**src/rtl/axi_st_patgen_top.sv**
```systemverilog
// AXI-ST LFSR pattern generator: counted or continuous bursts, forwarding accepted beats to the checker.
// Optional error injection (input err_inj) is built in when PATGEN_ERR_INJ_EN is defined.
module axi_st_patgen_top #(
  parameter int unsigned LEADER_MODE = 1,
  parameter logic [31:0] SEED        = 32'hACE1_2345,
  localparam int unsigned DW         = LEADER_MODE * 256,
  localparam int unsigned NL         = DW / 32
) (
  input  logic          rdclk,
  input  logic          rst_n,
  input  logic          patgen_en,
  input  logic [8:0]    patgen_num,
  input  logic          cntuspatt_en,
  input  logic          chkr_fifo_full,
  input  logic          axist_tready,
`ifdef PATGEN_ERR_INJ_EN
  input  logic          err_inj,
`endif
  output logic          axist_valid,
  output logic [DW-1:0] axist_tdata,
  output logic [DW-1:0] patgen_din,
  output logic          patgen_din_wr,
  output logic [8:0]    patgen_cnt,
  output logic          patgen_done
);

  typedef enum logic [1:0] {IDLE, SEND, DONE} state_t;

  state_t      state;
  logic        en_q, en_qq, cn_q, cn_qq;
  logic        cont_mode;
  logic [8:0]  remaining;
  logic [31:0] lfsr;

  logic        start_cnt, start_cont;
  logic        acc, stopping, launch, finish;
  logic [31:0] lfsr_nxt;
  logic [8:0]  rem_nxt;
  logic        inj_bit, corrupt;

  // Galois form, taps x^32+x^22+x^2+x+1
  function automatic logic [31:0] lfsr_step(input logic [31:0] s);
    lfsr_step = (s >> 1) ^ (s[0] ? 32'h8020_0003 : 32'h0000_0000);
  endfunction

  function automatic logic [DW-1:0] beat_of(input logic [31:0] s);
    logic [DW-1:0] b;
    b = '0;
    for (int unsigned i = 0; i < NL; i++) b[32*i +: 32] = s + 32'(i);
    return b;
  endfunction

  assign start_cnt  = en_q & ~en_qq;
  assign start_cont = cn_q & ~cn_qq;

  // The next beat is built from the post-accept LFSR so back-to-back launches keep 1 beat/cycle.
  always_comb begin
    acc      = axist_valid & axist_tready;
    lfsr_nxt = acc ? lfsr_step(lfsr) : lfsr;
    rem_nxt  = acc ? remaining - 9'd1 : remaining;
    stopping = cont_mode & ~cn_q;
    launch   = (state == SEND) && (!axist_valid || acc) && !chkr_fifo_full &&
               (cont_mode ? !stopping : (rem_nxt != '0));
    finish   = (state == SEND) &&
               (cont_mode ? (stopping && (!axist_valid || acc)) : (acc && rem_nxt == '0));
  end

`ifdef PATGEN_ERR_INJ_EN
  logic armed;

  // corrupt tracks whether the beat currently on the bus was flipped, so patgen_din can undo it.
  always_ff @(posedge rdclk) begin
    if (!rst_n) begin
      armed   <= 1'b0;
      corrupt <= 1'b0;
    end else if (launch) begin
      corrupt <= armed;
      armed   <= err_inj;
    end else begin
      armed   <= armed | err_inj;
    end
  end

  assign inj_bit = armed;
`else
  assign inj_bit = 1'b0;
  assign corrupt = 1'b0;
`endif

  always_ff @(posedge rdclk) begin
    if (!rst_n) begin
      state         <= IDLE;
      en_q          <= 1'b0;
      en_qq         <= 1'b0;
      cn_q          <= 1'b0;
      cn_qq         <= 1'b0;
      cont_mode     <= 1'b0;
      remaining     <= '0;
      lfsr          <= SEED;
      axist_valid   <= 1'b0;
      axist_tdata   <= '0;
      patgen_din    <= '0;
      patgen_din_wr <= 1'b0;
      patgen_cnt    <= '0;
      patgen_done   <= 1'b0;
    end else begin
      en_q          <= patgen_en;
      en_qq         <= en_q;
      cn_q          <= cntuspatt_en;
      cn_qq         <= cn_q;
      patgen_din_wr <= acc;
      if (acc) begin
        patgen_din <= axist_tdata ^ DW'(corrupt);
        patgen_cnt <= patgen_cnt + 9'd1;
        remaining  <= rem_nxt;
        lfsr       <= lfsr_nxt;
      end
      case (state)
        IDLE, DONE: begin
          if (start_cont) begin
            state       <= SEND;
            cont_mode   <= 1'b1;
            patgen_cnt  <= '0;
            patgen_done <= 1'b0;
            lfsr        <= SEED;
          end else if (start_cnt) begin
            cont_mode  <= 1'b0;
            patgen_cnt <= '0;
            lfsr       <= SEED;
            if (patgen_num != '0) begin
              state       <= SEND;
              remaining   <= patgen_num;
              patgen_done <= 1'b0;
            end else begin
              state       <= DONE;
              patgen_done <= 1'b1;
            end
          end
        end
        SEND: begin
          if (launch) begin
            axist_valid <= 1'b1;
            axist_tdata <= beat_of(lfsr_nxt) ^ DW'(inj_bit);
          end else if (acc) begin
            axist_valid <= 1'b0;
          end
          if (finish) begin
            state       <= DONE;
            patgen_done <= 1'b1;
          end
        end
        default: state <= IDLE;
      endcase
    end
  end

endmodule
```
**config.mk**
```make
export PLATFORM = sky130hd
export DESIGN_NAME = axi_st_patgen_top
export DESIGN_NICKNAME = d
export VERILOG_FILES = /design/src/rtl/axi_st_patgen_top.sv
export SDC_FILE = /design/constraint.sdc
export NUM_CORES = 1
export LEC_CHECK = 0
export CAP_MARGIN = 10
export CORE_ASPECT_RATIO = 1.2
export CORE_MARGIN = 2
export CORE_UTILIZATION = 51
export CTS_BUF_LIST = sky130_fd_sc_hd__clkbuf_4 sky130_fd_sc_hd__clkbuf_8 sky130_fd_sc_hd__clkbuf_16
export DETAILED_ROUTE_END_ITERATION = 10
export PLACE_DENSITY_LB_ADDON = 0.2
export SLEW_MARGIN = 20
export SYNTH_ARGS = -nofsm -noshare
export SYNTH_HDL_FRONTEND = slang
export SYNTH_SLANG_ARGS = --single-unit
export TNS_END_PERCENT = 10
```
**constraint.sdc**
```tcl
create_clock -name rdclk -period 4.7 [get_ports rdclk]
set_input_delay 0.94 -clock rdclk [delete_from_list [all_inputs] [get_ports rdclk]]
set_output_delay 0.94 -clock rdclk [all_outputs]
set_load 0.05 [all_outputs]
```
== Word-level counts from Yosys, hierarchy flattened ==
Index checks and enable logic that the tools add are counted.

* Word-level logic and storage cells: 90
* Flip-flop bits (word level): 572
* Bits of input ports: 15

* Reduce and logical (&&, ||, !) cells: 23
* Bitwise gates (word level): 8
* $add $sub $neg: 9
* Mux-type cells: 32
* Equal/unequal tests: 4

{| class="wikitable"
|+ Operator list
! operator !! number
|-
| two-way mux 32 bit || 6
|-
| adder 32 x 3 -> 32 bit, second input constant || 4
|-
| two-way mux 9 bit || 10
|-
| adder 32 x 2 -> 32 bit, second input constant || 2
|-
| adder 32 x 1 -> 32 bit, second input constant || 1
|-
| bitwise XOR 31 x 32 -> 32 bit || 1
|-
| nonzero test 9 bit || 2
|-
| two-way mux 1 bit || 10
|-
| adder 9 x 1 -> 9 bit, second input constant || 1
|-
| logical NOT 9 bit || 1
|-
| subtractor 9 x 1 -> 9 bit, second input constant || 1
|-
| two-way mux 2 bit || 4
|-
| AND reduction 2 bit || 4
|-
| logical AND 1 bit || 6
|-
| nonzero test 2 bit || 3
|-
| bitwise AND 1 bit || 4
|-
| one-hot mux 2 bit (2 select lines) || 1
|-
| logical NOT 1 bit || 3
|-
| != test 3 bit, second input constant || 1
|-
| NOT 1 bit || 3
|-
| AND reduction 3 bit || 1
|-
| == test 2 x 1 -> 1 bit, second input constant || 1
|-
| == test 2 bit, second input constant || 1
|-
| logical NOT 2 bit || 1
|-
| 4 further kinds || 4
|}

== Depth between registers and ports, before layout ==
Gate-level depths: netlist of run 1.

* Depth in word-level cells: 8
* Gate-level depth with buffers: 16

== Worst setup path after synthesis of run 1 ==
Ideal clock, no wire load.

* Path type: in2reg
* Start point: input axist_tready
* End point: register axist_tdata[170]
* Setup slack: 1.030 ns
* Cell stages on the path: 16
* Data arrival time: 3.584 ns
* Path through: buf_6 > buf_6 > and2_1 > buf_4 > clkbuf_1 > a21oi_2 > inv_1 > ha_1 > clkbuf_1 > o211ai_1 > buf_4 > nor3_1 > buf_2 > nor2_1 > xnor2_1 > a211oi_1

{| class="wikitable"
|+ RTL lines
! element !! RTL line !! RTL
|-
| start, declared || 15 || <nowiki>input logic axist_tready,</nowiki>
|-
| bitwise AND 1 bit || 58 || <nowiki>acc = axist_valid & axist_tready;</nowiki>
|-
| two-way mux 32 bit || 59 || <nowiki>lfsr_nxt = acc ? lfsr_step(lfsr) : lfsr;</nowiki>
|-
| via lfsr_nxt[3] || 37 || <nowiki>logic [31:0] lfsr_nxt;</nowiki>
|-
| adder 32 x 3 -> 32 bit || 49 || <nowiki>for (int unsigned i = 0; i < NL; i++) b[32*i +: 32] = s + 32'(i);</nowiki>
|-
| end signal, assigned || 143 || <nowiki>axist_tdata <= beat_of(lfsr_nxt) ^ DW'(inj_bit);</nowiki>
|-
| end, declared || 20 || <nowiki>output logic [DW-1:0] axist_tdata,</nowiki>
|}

The timed path passes the listed nets, and every way through them passes these cells.
A chain may end at the register's enable or synchronous reset.

== Final worst setup path of run 1 ==
* Start point: register axist_valid
* End point: register axist_tdata[191]

{| class="wikitable"
|+ RTL lines
! element !! RTL line !! RTL
|-
| start, declared || 19 || <nowiki>output logic axist_valid,</nowiki>
|-
| start signal, assigned || 100 || <nowiki>axist_valid <= 1'b0;</nowiki>
|-
| start signal, assigned || 142 || <nowiki>axist_valid <= 1'b1;</nowiki>
|-
| start signal, assigned || 145 || <nowiki>axist_valid <= 1'b0;</nowiki>
|-
| bitwise AND 1 bit || 58 ||
|-
| two-way mux 32 bit || 59 ||
|-
| via lfsr_nxt[2] || 37 ||
|-
| adder 32 x 3 -> 32 bit || 49 ||
|}

The timed path passes the listed nets, and every way through them passes these cells.

==> results of run 1 <==
[critical path, cell delays in order (launching register included)]
cell and delay (ns):
dfxtp_2 0.62, a21boi_0 0.26, a21o_2 0.35, inv_2 0.33
ha_1 0.27, nand2_1 0.07, mux2_2 0.38, a2111oi_4 0.82
nand3_1 0.18, xnor2_1 0.38, o22ai_1 0.13
[cells in the mapped netlist, types with 5 or more instances]
library cell  instances  area, µm²
nand4_1              32        200
dfxtp_1             552      11100
a211oi_1             53        398
buf_1                10       37.5
o21ai_0             153        766
nand2b_1              6       37.5
and3_1               38        238
nor2b_1               8       50.1
o2111ai_1             5       43.8
clkbuf_1            168        631
nor4_1               23        144
buf_6                11        124
xor2_1               54        473
nor3_1               16       80.1
a21oi_2               6       52.6
o22ai_1              72        450
buf_2                54        270
nor3_2                6       60.1
a21oi_1             439       2200
inv_1                11       41.3
o211a_1               9       90.1
a21boi_1              6       45.0
and2_1                8       50.1
nor2_1               94        353
a21boi_0              8       60.1
or3_1                19        119
xnor2_1             138       1210
nand2_1             620       2330
o211ai_1             20        150
a21o_1                7       52.6
o21ai_1               8       40.0
or2_2                 5       31.3
and4_1                6       52.6
o21a_1                7       52.6
buf_4                25        188
clkbuf_2             11       55.1
ha_1                 11        138
nand3_1             148        741
[sequential cells by signal, indices dropped and copies added (netlist names)]
| signal | cells |
|---|---|
| lfsr | 32 |
| patgen_done | 1 |
| patgen_din_wr | 1 |
| cn_q | 1 |
| state | 2 |
| cont_mode | 1 |
| patgen_cnt | 9 |
| en_q | 1 |
| en_qq | 1 |
| axist_tdata | 246 |
| axist_valid | 1 |
| remaining | 9 |
| cn_qq | 1 |
| patgen_din | 246 |
[routing by layer]
metal / up-vias / wire [µm] / track usage
li1: 11000 / - / -
met3: 333 / 9920 / 0.0803
met1: 11800 / 38700 / 0.503
met2: 1543 / 47900 / 0.662
met5: - / 0 / 0
met4: 0 / 6210 / 0.219
[layout make-up]
cell class / instances / share of cell area
well taps: 623 / 0.0245
flip-flops and latches: 552 / 0.347
clock inverters: 24 / 0.0117
repair buffers: 630 / 0.194
clock buffers: 73 / 0.0496
multi-input cells: 2110 / 0.372
inverters: 12 / 0.00165
[logic make-up (layout without fill, tap and decap cells)]
kind of cell / after synthesis / count (layout) / synth area share
compound gates: 842 / 842 / 0.208
xor+xnor: 192 / 192 / 0.0697
fa+ha+maj: 11 / 11 / 0.00571
buf+inv: 291 / 739 / 0.0560
flops: 552 / 552 / 0.458
mux: 10 / 10 / 0.00503
simple gates: 1055 / 1055 / 0.197
[path summary, 6_finish.rpt]
path                   start          endpoint  cells after the start
max              axist_valid  axist_tdata[191]                     10
min          patgen_din[209]   patgen_din[209]                      2
max reg2reg      axist_valid  axist_tdata[191]                     10
min reg2reg  patgen_din[209]   patgen_din[209]                      2
[stage by stage]
step / setup slack, ns / std cells
finish: 0.751 / 4024
global route: 0.695 / 4024
CTS: 0.979 / 4024
detailed placement: 0.378 / 3927
global placement: 0.395 / 3927
floorplan: 1.03 / 2953
[power breakdown]
| group | switching, mW | total, mW | internal, mW | leakage, nW |
|---|---|---|---|---|
| logic | 1.35 | 1.84 | 0.485 | 5.01 |
| registers | 0.160 | 4.97 | 4.81 | 4.46 |
| clock network | 1.93 | 4.78 | 2.86 | 0.971 |
| total | 3.44 | 11.6 | 8.15 | 10.4 |
==> metrics.log, run 1 <==
[metrics] area added between synthesis and finish: 32.0%
[metrics] half-perimeter wire length after placement: 71900 µm
[metrics] RSZ-0062 raised after global routing: no
[metrics] power density of the placed cells: 364 nW/µm²
[metrics] Yosys reg bits: 552
[metrics] required time reported for the critical path endpoint: 5.16 ns
[metrics] iteration-0 DRC count of the detailed router: 2566
[metrics] Synthesized Nets: 2979
[metrics] relative slew slack: 0.168
[metrics] Power, Total: 11.6 mW
[metrics] post-layout net count: 3385
[metrics] worst reg-to-reg setup slack: 0.75 ns
[metrics] Total Neg Setup Slack: 0 ns
[metrics] transition time at the pin with the least slew margin: 1.25 ns
[metrics] number of enable flip-flop cells after synthesis: 0
[metrics] routability-driven placement congestion ratio: 1.04
[metrics] register cell area after layout: 11100 µm²
[metrics] # clock sinks: 552
[metrics] total vias in the final route: 24700
[metrics] total routed wirelength: 103000 µm
[metrics] combined area of the multi-input logic cells: 11800 µm²
[metrics] Max Buffers Root-to-Sink: 3
[metrics] post-route DRC violation count: 0
[metrics] post-CTS repair timing setup buffer count: 0
[metrics] clock-pin transition on the worst setup and hold timing paths: 0.07 ns
[metrics] type of element launching the critical path: flop
[metrics] Max Slew Vio Count: 0
[metrics] vias per inst: 6.14
[metrics] ys flop type: dfxtp_1
[metrics] Synth Warn #: 0
[metrics] number of instances in the synthesized netlist: 2953
[metrics] clock tree root buffer cell: clkbuf_16
[metrics] post-synthesis sequential area ratio: 0.458
[metrics] routed length per instance: 25.5 µm
[metrics] I/O Pins: 539
[metrics] cell area after layout: 31800 µm²
[metrics] Worst Setup Path Type: reg -> reg
[metrics] endpoint arrival time on the critical path: 4.41 ns
[metrics] diode insertion count for antenna repair: 0
[metrics] GR Util All Layers: 0.405
[metrics] final worst path period share: 0.840
[metrics] source-to-sink clock delay at the later pin of the worst-skew pair: 0.62 ns
[metrics] Detail Route Antenna Nets: 0
[metrics] run status: complete, no violations
[metrics] leading cell type in the layout, fill and taps excluded: nand2_1
[metrics] peak supply drop: 286 µV
[metrics] timing-limited maximum frequency: 253 MHz
[metrics] most frequent cells in the layout: nand2_1 (620), dfxtp_1 (551), clkdlybuf4s50_1 (536), a21oi_1 (438), o21ai_0 (152)
[metrics] global-route wire length before repair: 152000 µm
[metrics] height of the die: 242 µm
[metrics] Max-Cap Viols: 0
[metrics] number of placement rows: 87
[metrics] final core utilization: 0.680
[metrics] placed cell areas: 29900 µm²
[metrics] grt total ovfl: 0
[metrics] via count of the first global-routing pass: 23700
[metrics] number of antenna violations at the first check in global routing: 1
[metrics] maximum number of pins on one net before global-route repair: 129
[metrics] Crit Path Max Fanout: 18
[metrics] cts repair resizes: 0
[metrics] average footprint of a synthesized cell: 8.17 µm²
[metrics] Min Hold Slack: 0.453 ns
[metrics] level count of the clock H-tree: 2
[metrics] placeable core region: 46800 µm²
[metrics] final period demand of the worst path: 3.95 ns
[metrics] type of element capturing the critical path: flop
[metrics] post-synthesis instance area: 24100 µm²
[metrics] count of input and output buffers: 538
[metrics] Static Leak: 10.4 nW
[metrics] post-cts hold buffer count: 0
[metrics] initial core utilization: 0.515
[metrics] proportion of synthesized flip-flops having asynchronous set or reset: 0
[metrics] first-pass iteration count of the detailed router: 7
[metrics] CTS Buf Count: 53
[metrics] clock tree from TritonCTS: done
[metrics] chip width: 203 µm
[metrics] final setup violation count: 0
[metrics] distinct cell type count of the synthesized netlist: 87
[metrics] filler cell count in the final layout: 3733
[metrics] fraction of final layout cells with drive strength greater than 1: 0.0785
[metrics] Die ar.: 49000 µm²
[metrics] worst hold path type: reg -> reg
[metrics] hold violation total from the final report: 0
[metrics] worst clock skew on the final layout: 0.0248 ns
(Power assumes the default switching activity.)
==> run 2: changes to the inputs <==
Settings changed: CORE_UTILIZATION 51 to 46.
Clock period 4.7 ns to 3.5 ns, I/O delays scaled along.
==> metrics.log, run 2 <==
[metrics] GR Util All Layers: 0.374
[metrics] distinct cell type count of the synthesized netlist: 87
[metrics] Yosys top cell by area: dfxtp_1
[metrics] synth cell count leaders: nand2_1 (620), dfxtp_1 (552), a21oi_1 (439)
[metrics] post-synthesis sequential area ratio: 0.458
[metrics] post-cts hold buffer count: 0
[metrics] Compound-Gate Fraction of Synth Area: 0.208
[metrics] synthesized-area fraction occupied by and/or/nand/nor cells: 0.197
[metrics] proportion of synthesized flip-flops having asynchronous set or reset: 0
[metrics] number of enable flip-flop cells after synthesis: 0
[metrics] Max Buffers Root-to-Sink: 3
[metrics] number of instances in the synthesized netlist: 2953
[metrics] Yosys reg bits: 552
[metrics] Synthesized Nets: 2979
[metrics] largest cells by area after synthesis: dfxtp_1 (46%), nand2_1 (9.7%), a21oi_1 (9.1%), xnor2_1 (5.0%), o21ai_0 (3.2%)
[metrics] dominant combinational cell family by area after synthesis: compound AO/OA/AOI/OAI gates
[metrics] count of input and output buffers: 538
[metrics] Synth Warn #: 0
[metrics] ys flop type: dfxtp_1
[metrics] # clock sinks: 552
[metrics] initial core utilization: 0.468
[metrics] maximum number of pins on one net before global-route repair: 109
[metrics] routability-driven placement congestion ratio: 1.08
[metrics] global-route wire length before repair: 151000 µm
[metrics] cts repair resizes: 0
[metrics] last flow stage reached: global routing (5_1_grt)
[metrics] via count of the first global-routing pass: 23200
[metrics] average footprint of a synthesized cell: 8.17 µm²
[metrics] I/O Pins: 539
[metrics] grt total ovfl: 1
[metrics] chip width: 213 µm
[metrics] most common cell in the synthesized netlist: nand2_1
[metrics] CTS Buf Count: 53
[metrics] level count of the clock H-tree: 2
[metrics] clock tree root buffer cell: clkbuf_16
[metrics] error text reported by the tool: [ERROR GRT-0116] Global routing finished with congestion. Check the congestion regions in the DRC Viewer.
[metrics] post-synthesis xor/xnor area fraction: 0.0697
[metrics] number of placement rows: 91
[metrics] area share of the largest cell type after synthesis: 0.458
[metrics] half-perimeter wire length after placement: 76600 µm
[metrics] post-CTS repair timing setup buffer count: 0
[metrics] post-synthesis instance area: 24100 µm²
[metrics] post-synthesis adder-cell area fraction: 0.00571
[metrics] multiplexer area fraction after synthesis: 0.00503
[metrics] run status: aborted with a tool error
[metrics] height of the die: 255 µm
[run 2: cell counts after synthesis]
Identical to the previous run, type by type.
[run 2: metal layers]
| layer | GRT overflow | GRT usage |
|---|---|---|
| met1 | 1 | 0.481 |
| met4 | 0 | 0.173 |
| met2 | 0 | 0.607 |
| met3 | 0 | 0.0708 |
| met5 | 0 | 0 |
[run 2: stage by stage]
step	instance area (µm²)	utilization	instances	setup slack, ns
2_1_floorplan	24100	-	2953	0.0703
3_3_place_gp	31000	0.600	4121	0.131
3_5_place_dp	31000	0.600	4121	0.0924
4_1_cts	32800	0.635	4211	0.480
[run 2: kinds of logic after synthesis]
group	count (synthesis)
simple gates	1055
compound gates	842
flops	552
buf+inv	291
xor+xnor	192
fa+ha+maj	11
mux	10
==> run 3: changes to the inputs <==
Settings changed: CORE_ASPECT_RATIO 1.2 to unset, CORE_UTILIZATION 46 to 40, CTS_BUF_LIST sky130_fd_sc_hd__clkbuf_4 sky130_fd_sc_hd__clkbuf_8 sky130_fd_sc_hd__clkbuf_16 to unset, PLACE_DENSITY_LB_ADDON 0.2 to 0.15.
Clock period 3.5 ns to 4.55 ns, I/O delays scaled along.
==> metrics.log, run 3 (synthesis results as in run 1) <==
[metrics] routed length per instance: 26.0 µm
[metrics] number of placement rows: 90
[metrics] Placed Instances: 4100
[metrics] height of the die: 250 µm
[metrics] Max Slew Vio Count: 0
[metrics] Detail Route Antenna Nets: 0
[metrics] Reg2Reg Launch Point: axist_valid
[metrics] power density of the placed cells: 367 nW/µm²
[metrics] cell with the largest stage delay on the worst path: dfxtp_2
[metrics] level count of the clock H-tree: 2
[metrics] Min Hold Slack: 0.452 ns
[metrics] Worst Path Buf+Inv: 2
[metrics] relative slew slack: 0.298
[metrics] clock-pin transition on the worst setup and hold timing paths: 0.06 ns
[metrics] endpoint arrival time on the critical path: 4.17 ns
[metrics] leading cell type in the layout, fill and taps excluded: nand2_1
[metrics] via count of the first global-routing pass: 22500
[metrics] post-route DRC violation count: 0
[metrics] placeable core region: 60000 µm²
[metrics] first-pass iteration count of the detailed router: 6
[metrics] routability-driven placement congestion ratio: 1.07
[metrics] I/O Pins: 539
[metrics] final setup violation count: 0
[metrics] Reg2Reg Depth: 8
[metrics] global-route wire length before repair: 158000 µm
[metrics] Worst path top cell family by delay: simple AND/OR/NAND/NOR gates
[metrics] post-CTS repair timing setup buffer count: 0
[metrics] Static Leak: 10.4 nW
[metrics] source-to-sink clock delay at the later pin of the worst-skew pair: 0.64 ns
[metrics] fraction of final layout cells with drive strength greater than 1: 0.0794
[metrics] destination of the worst register-to-register timing path: axist_tdata[145]
[metrics] worst hold path type: reg -> reg
[metrics] hold path cells: 2
[metrics] Worst path max stage delay: 0.71 ns
[metrics] iteration-0 DRC count of the detailed router: 2610
[metrics] final period demand of the worst path: 3.60 ns
[metrics] clock tree root buffer cell: clkbuf_16
[metrics] worst reg-to-reg setup slack: 0.95 ns
[metrics] Max-Cap Viols: 0
[metrics] most frequent cells in the layout: nand2_1 (620), dfxtp_1 (551), clkdlybuf4s50_1 (536), a21oi_1 (439), o21ai_0 (153)
[metrics] worst hold endpoint: patgen_din[108]
[metrics] register cell area after layout: 11100 µm²
[metrics] clock tree from TritonCTS: done
[metrics] type of element launching the critical path: flop
[metrics] CP Cell Sequence: buf_4 > and3_1 > o2111ai_2 > buf_4 > nor3_2 > a21oi_1 > or4_1 > a21oi_1
[metrics] hold violation total from the final report: 0
[metrics] start point of the worst hold path: axist_tdata[108]
[metrics] Die ar.: 62300 µm²
[metrics] cts repair resizes: 0
[metrics] grt total ovfl: 0
[metrics] final worst path period share: 0.792
[metrics] run status: complete, no violations
[metrics] half-perimeter wire length after placement: 78400 µm
[metrics] transition time at the pin with the least slew margin: 1.05 ns
[metrics] combined area of the multi-input logic cells: 11800 µm²
[metrics] maximum number of pins on one net before global-route repair: 177
[metrics] count of input and output buffers: 538
[metrics] total routed wirelength: 109000 µm
[metrics] area added between synthesis and finish: 32.7%
[metrics] type of element capturing the critical path: flop
[metrics] peak supply drop: 324 µV
[metrics] worst clock skew on the final layout: 0.0288 ns
[metrics] required time reported for the critical path endpoint: 5.12 ns
[metrics] # clock sinks: 552
[metrics] post-cts hold buffer count: 0
[metrics] chip width: 250 µm
[metrics] total vias in the final route: 23900
[metrics] GR Util All Layers: 0.338
[metrics] Largest regs: axist_tdata x246, patgen_din x246, lfsr x32
[metrics] timing-limited maximum frequency: 278 MHz
[metrics] Max Buffers Root-to-Sink: 3
[metrics] final std cells w/o fill: 4210
[metrics] Total Neg Setup Slack: 0 ns
[metrics] RSZ-0062 raised after global routing: no
[metrics] number of antenna violations at the first check in global routing: 0
[metrics] final core utilization: 0.533
[metrics] post-layout net count: 3405
[metrics] CTS Buf Count: 59
[metrics] Worst Setup Path Type: reg -> reg
[metrics] initial core utilization: 0.402
[metrics] vias per inst: 5.67
[metrics] Crit Path Max Fanout: 31
[metrics] filler cell count in the final layout: 5637
## run 3: area by class of cell
cell class | instances | share of cell area
antenna | 1 | 0.0000782
clock buffer | 88 | 0.0527
clock inverter | 21 | 0.00512
inverter | 12 | 0.00164
multi-input combinational | 2110 | 0.368
sequential | 552 | 0.345
tap | 782 | 0.0306
timing repair buffer | 644 | 0.196
## run 3: worst reg2reg max path, stage by stage, from the launching register on
cell       delay [ns]
dfxtp_2          0.71
buf_4            0.43
and3_1           0.38
o2111ai_2        0.47
buf_4            0.35
nor3_2           0.51
a21oi_1          0.11
or4_1            0.44
a21oi_1          0.15
## run 3: layer usage
layer / global-route usage / routed length [µm] / vias to the layer above
met1: 0.457 / 47200 / 11500
met4: 0.133 / 4450 / 0
li1: - / - / 11000
met3: 0.0678 / 8270 / 223
met5: 0 / 0 / -
met2: 0.530 / 49300 / 1094
## run 3: how the worst max path moves through the flow
| stage | startpoint | to | slack (ns) | cells after the start |
|---|---|---|---|---|
| 3_3_place_gp | axist_tready | axist_tdata[214] | 0.55 | 11 |
| 5_1_grt | axist_valid | axist_tdata[189] | 0.82 | 10 |
| 4_1_cts | axist_valid | axist_tdata[42] | 1.05 | 11 |
| 6_report | axist_valid | axist_tdata[145] | 0.95 | 8 |
| 3_5_place_dp | axist_tready | axist_tdata[42] | 0.54 | 12 |
| 2_1_floorplan | axist_tready | axist_tdata[170] | 0.91 | 16 |
## run 3: metrics by stage
step / power, mW / cell area (µm²) / setup WS [ns]
4_1_cts: 11.8 / 32000 / 1.05
5_1_grt: 12.1 / 32000 / 0.821
2_1_floorplan: 6.43 / 24100 / 0.910
3_3_place_gp: 7.14 / 30100 / 0.551
3_5_place_dp: 7.15 / 30100 / 0.537
6_report: 11.7 / 32000 / 0.948
## run 3: report_power, final
part           leakage, nW  switching, mW  internal, mW
Clock                0.906           2.04          2.62
Sequential            4.46          0.174          4.97
Combinational         5.06           1.43         0.503
Total                 10.4           3.65          8.09
==> run 4: changes to the inputs <==
Clock period 4.55 ns to 3.5 ns, I/O delays scaled along.
==> metrics.log, run 4 (synthesis results as in run 1) <==
[metrics] peak supply drop: 396 µV
[metrics] fraction of final layout cells with drive strength greater than 1: 0.106
[metrics] Placed Instances: 4193
[metrics] type of element launching the critical path: flop
[metrics] final setup violation count: 0
[metrics] endpoint arrival time on the critical path: 3.62 ns
[metrics] required time reported for the critical path endpoint: 4.00 ns
[metrics] # clock sinks: 552
[metrics] via count of the first global-routing pass: 23000
[metrics] chip width: 250 µm
[metrics] final worst path period share: 0.891
[metrics] CTS Buf Count: 59
[metrics] placeable core region: 60000 µm²
[metrics] initial core utilization: 0.402
[metrics] run status: complete, no violations
[metrics] worst reg-to-reg setup slack: 0.38 ns
[metrics] register cell area after layout: 11100 µm²
[metrics] Static Leak: 11.0 nW
[metrics] cts repair resizes: 0
[metrics] height of the die: 250 µm
[metrics] worst clock skew on the final layout: 0.0333 ns
[metrics] filler cell count in the final layout: 5550
[metrics] Max Buffers Root-to-Sink: 3
[metrics] cell area after layout: 33000 µm²
[metrics] iteration-0 DRC count of the detailed router: 2161
[metrics] worst hold path type: reg -> reg
[metrics] clock tree root buffer cell: clkbuf_16
[metrics] RSZ-0062 raised after global routing: no
[metrics] first-pass iteration count of the detailed router: 6
[metrics] Max-Cap Viols: 0
[metrics] final std cells w/o fill: 4301
[metrics] Detail Route Antenna Nets: 0
[metrics] relative slew slack: 0.257
[metrics] combined area of the multi-input logic cells: 11800 µm²
[metrics] Worst Setup Path Type: reg -> reg
[metrics] vias per inst: 5.65
[metrics] count of input and output buffers: 538
[metrics] I/O Pins: 539
[metrics] half-perimeter wire length after placement: 78000 µm
[metrics] Die ar.: 62300 µm²
[metrics] post-cts hold buffer count: 0
[metrics] maximum number of pins on one net before global-route repair: 99
[metrics] area added between synthesis and finish: 36.9%
[metrics] total routed wirelength: 106000 µm
[metrics] routed length per instance: 24.7 µm
[metrics] post-layout net count: 3498
[metrics] level count of the clock H-tree: 2
[metrics] Power, Total: 15.6 mW
[metrics] hold violation total from the final report: 0
[metrics] GR Util All Layers: 0.330
[metrics] grt total ovfl: 0
[metrics] clock-pin transition on the worst setup and hold timing paths: 0.06 ns
[metrics] total vias in the final route: 24300
[metrics] power density of the placed cells: 474 nW/µm²
[metrics] source-to-sink clock delay at the later pin of the worst-skew pair: 0.64 ns
[metrics] global-route wire length before repair: 156000 µm
[metrics] most frequent cells in the layout: nand2_1 (620), dfxtp_1 (551), clkdlybuf4s50_1 (536), a21oi_1 (439), buf_4 (177)
[metrics] transition time at the pin with the least slew margin: 1.11 ns
[metrics] post-route DRC violation count: 0
[metrics] timing-limited maximum frequency: 321 MHz
[metrics] type of element capturing the critical path: flop
[metrics] final period demand of the worst path: 3.12 ns
[metrics] clock tree from TritonCTS: done
[metrics] routability-driven placement congestion ratio: 1.06
[metrics] Total Neg Setup Slack: 0 ns
[metrics] Largest regs: axist_tdata x246, patgen_din x246, lfsr x32
[metrics] leading cell type in the layout, fill and taps excluded: nand2_1
[metrics] number of placement rows: 90
[metrics] Max Slew Vio Count: 0
[metrics] Crit Path Max Fanout: 14
[metrics] diode insertion count for antenna repair: 0
[metrics] placed cell areas: 31000 µm²
[metrics] number of antenna violations at the first check in global routing: 1
[metrics] post-CTS repair timing setup buffer count: 0
[run 4: cell types whose count changed in the layout (fill, tap and decap cells not counted), moves of 2 or more]
cell / change
buf_12: +15
clkinvlp_4: +2
clkbuf_8: +4
bufinv_16: +3
o21ai_2: -2
o21ai_1: +2
clkbuf_1: -10
buf_4: +78
[run 4: worst paths after layout]
kind | startpoint | end | cells after the start
worst min-delay path | patgen_din[196] | patgen_din[196] | 2
worst min register to register | patgen_din[196] | patgen_din[196] | 2
worst max register to register | axist_valid | axist_tdata[191] | 10
worst max-delay path | axist_valid | axist_tdata[191] | 10
[run 4: area by class of cell]
type | instances | share of cell area
sequential | 552 | 0.335
multi-input combinational | 2110 | 0.357
clock buffer | 82 | 0.0516
clock inverter | 26 | 0.00845
tap | 782 | 0.0296
timing repair buffer | 737 | 0.217
inverter | 12 | 0.00159
[run 4: per-layer routing]
metal / GRT usage / part of all wire / up-vias
li1: - / - / 11200
met1: 0.432 / 0.42 / 11700
met2: 0.528 / 0.46 / 1131
met3: 0.0670 / 0.080 / 232
met4: 0.141 / 0.045 / 0
met5: 0 / 0 / -
[run 4: where the power goes]
| part | total [mW] | leakage (nW) | switching, mW | internal [mW] |
|---|---|---|---|---|
| Clock | 6.40 | 0.970 | 2.70 | 3.70 |
| Combinational | 2.56 | 5.61 | 1.84 | 0.715 |
| Sequential | 6.69 | 4.46 | 0.229 | 6.46 |
| Total | 15.6 | 11.0 | 4.77 | 10.9 |
[run 4: per-stage QoR]
stage / setup WS, ns / hold WS (ns) / utilization
after global placement: 0.0662 / 0.442 / 0.517
after floorplan: 0.0703 / 0.446 / -
after detailed placement: 0.0500 / 0.446 / 0.517
after CTS: 0.479 / 0.455 / 0.550
final: 0.382 / 0.452 / 0.550
after global routing: 0.266 / 0.473 / 0.550
[run 4: worst max-delay path, cell delays in order, from the launching register on]
cell and delay [ns]:
dfxtp_2 0.52, a21oi_1 0.17, a21o_1 0.29, inv_1 0.23, ha_1 0.22, nand2b_1 0.06, mux2_2 0.36, a2111oi_4 0.58
nand3_1 0.16, xnor2_1 0.28, o22ai_1 0.13
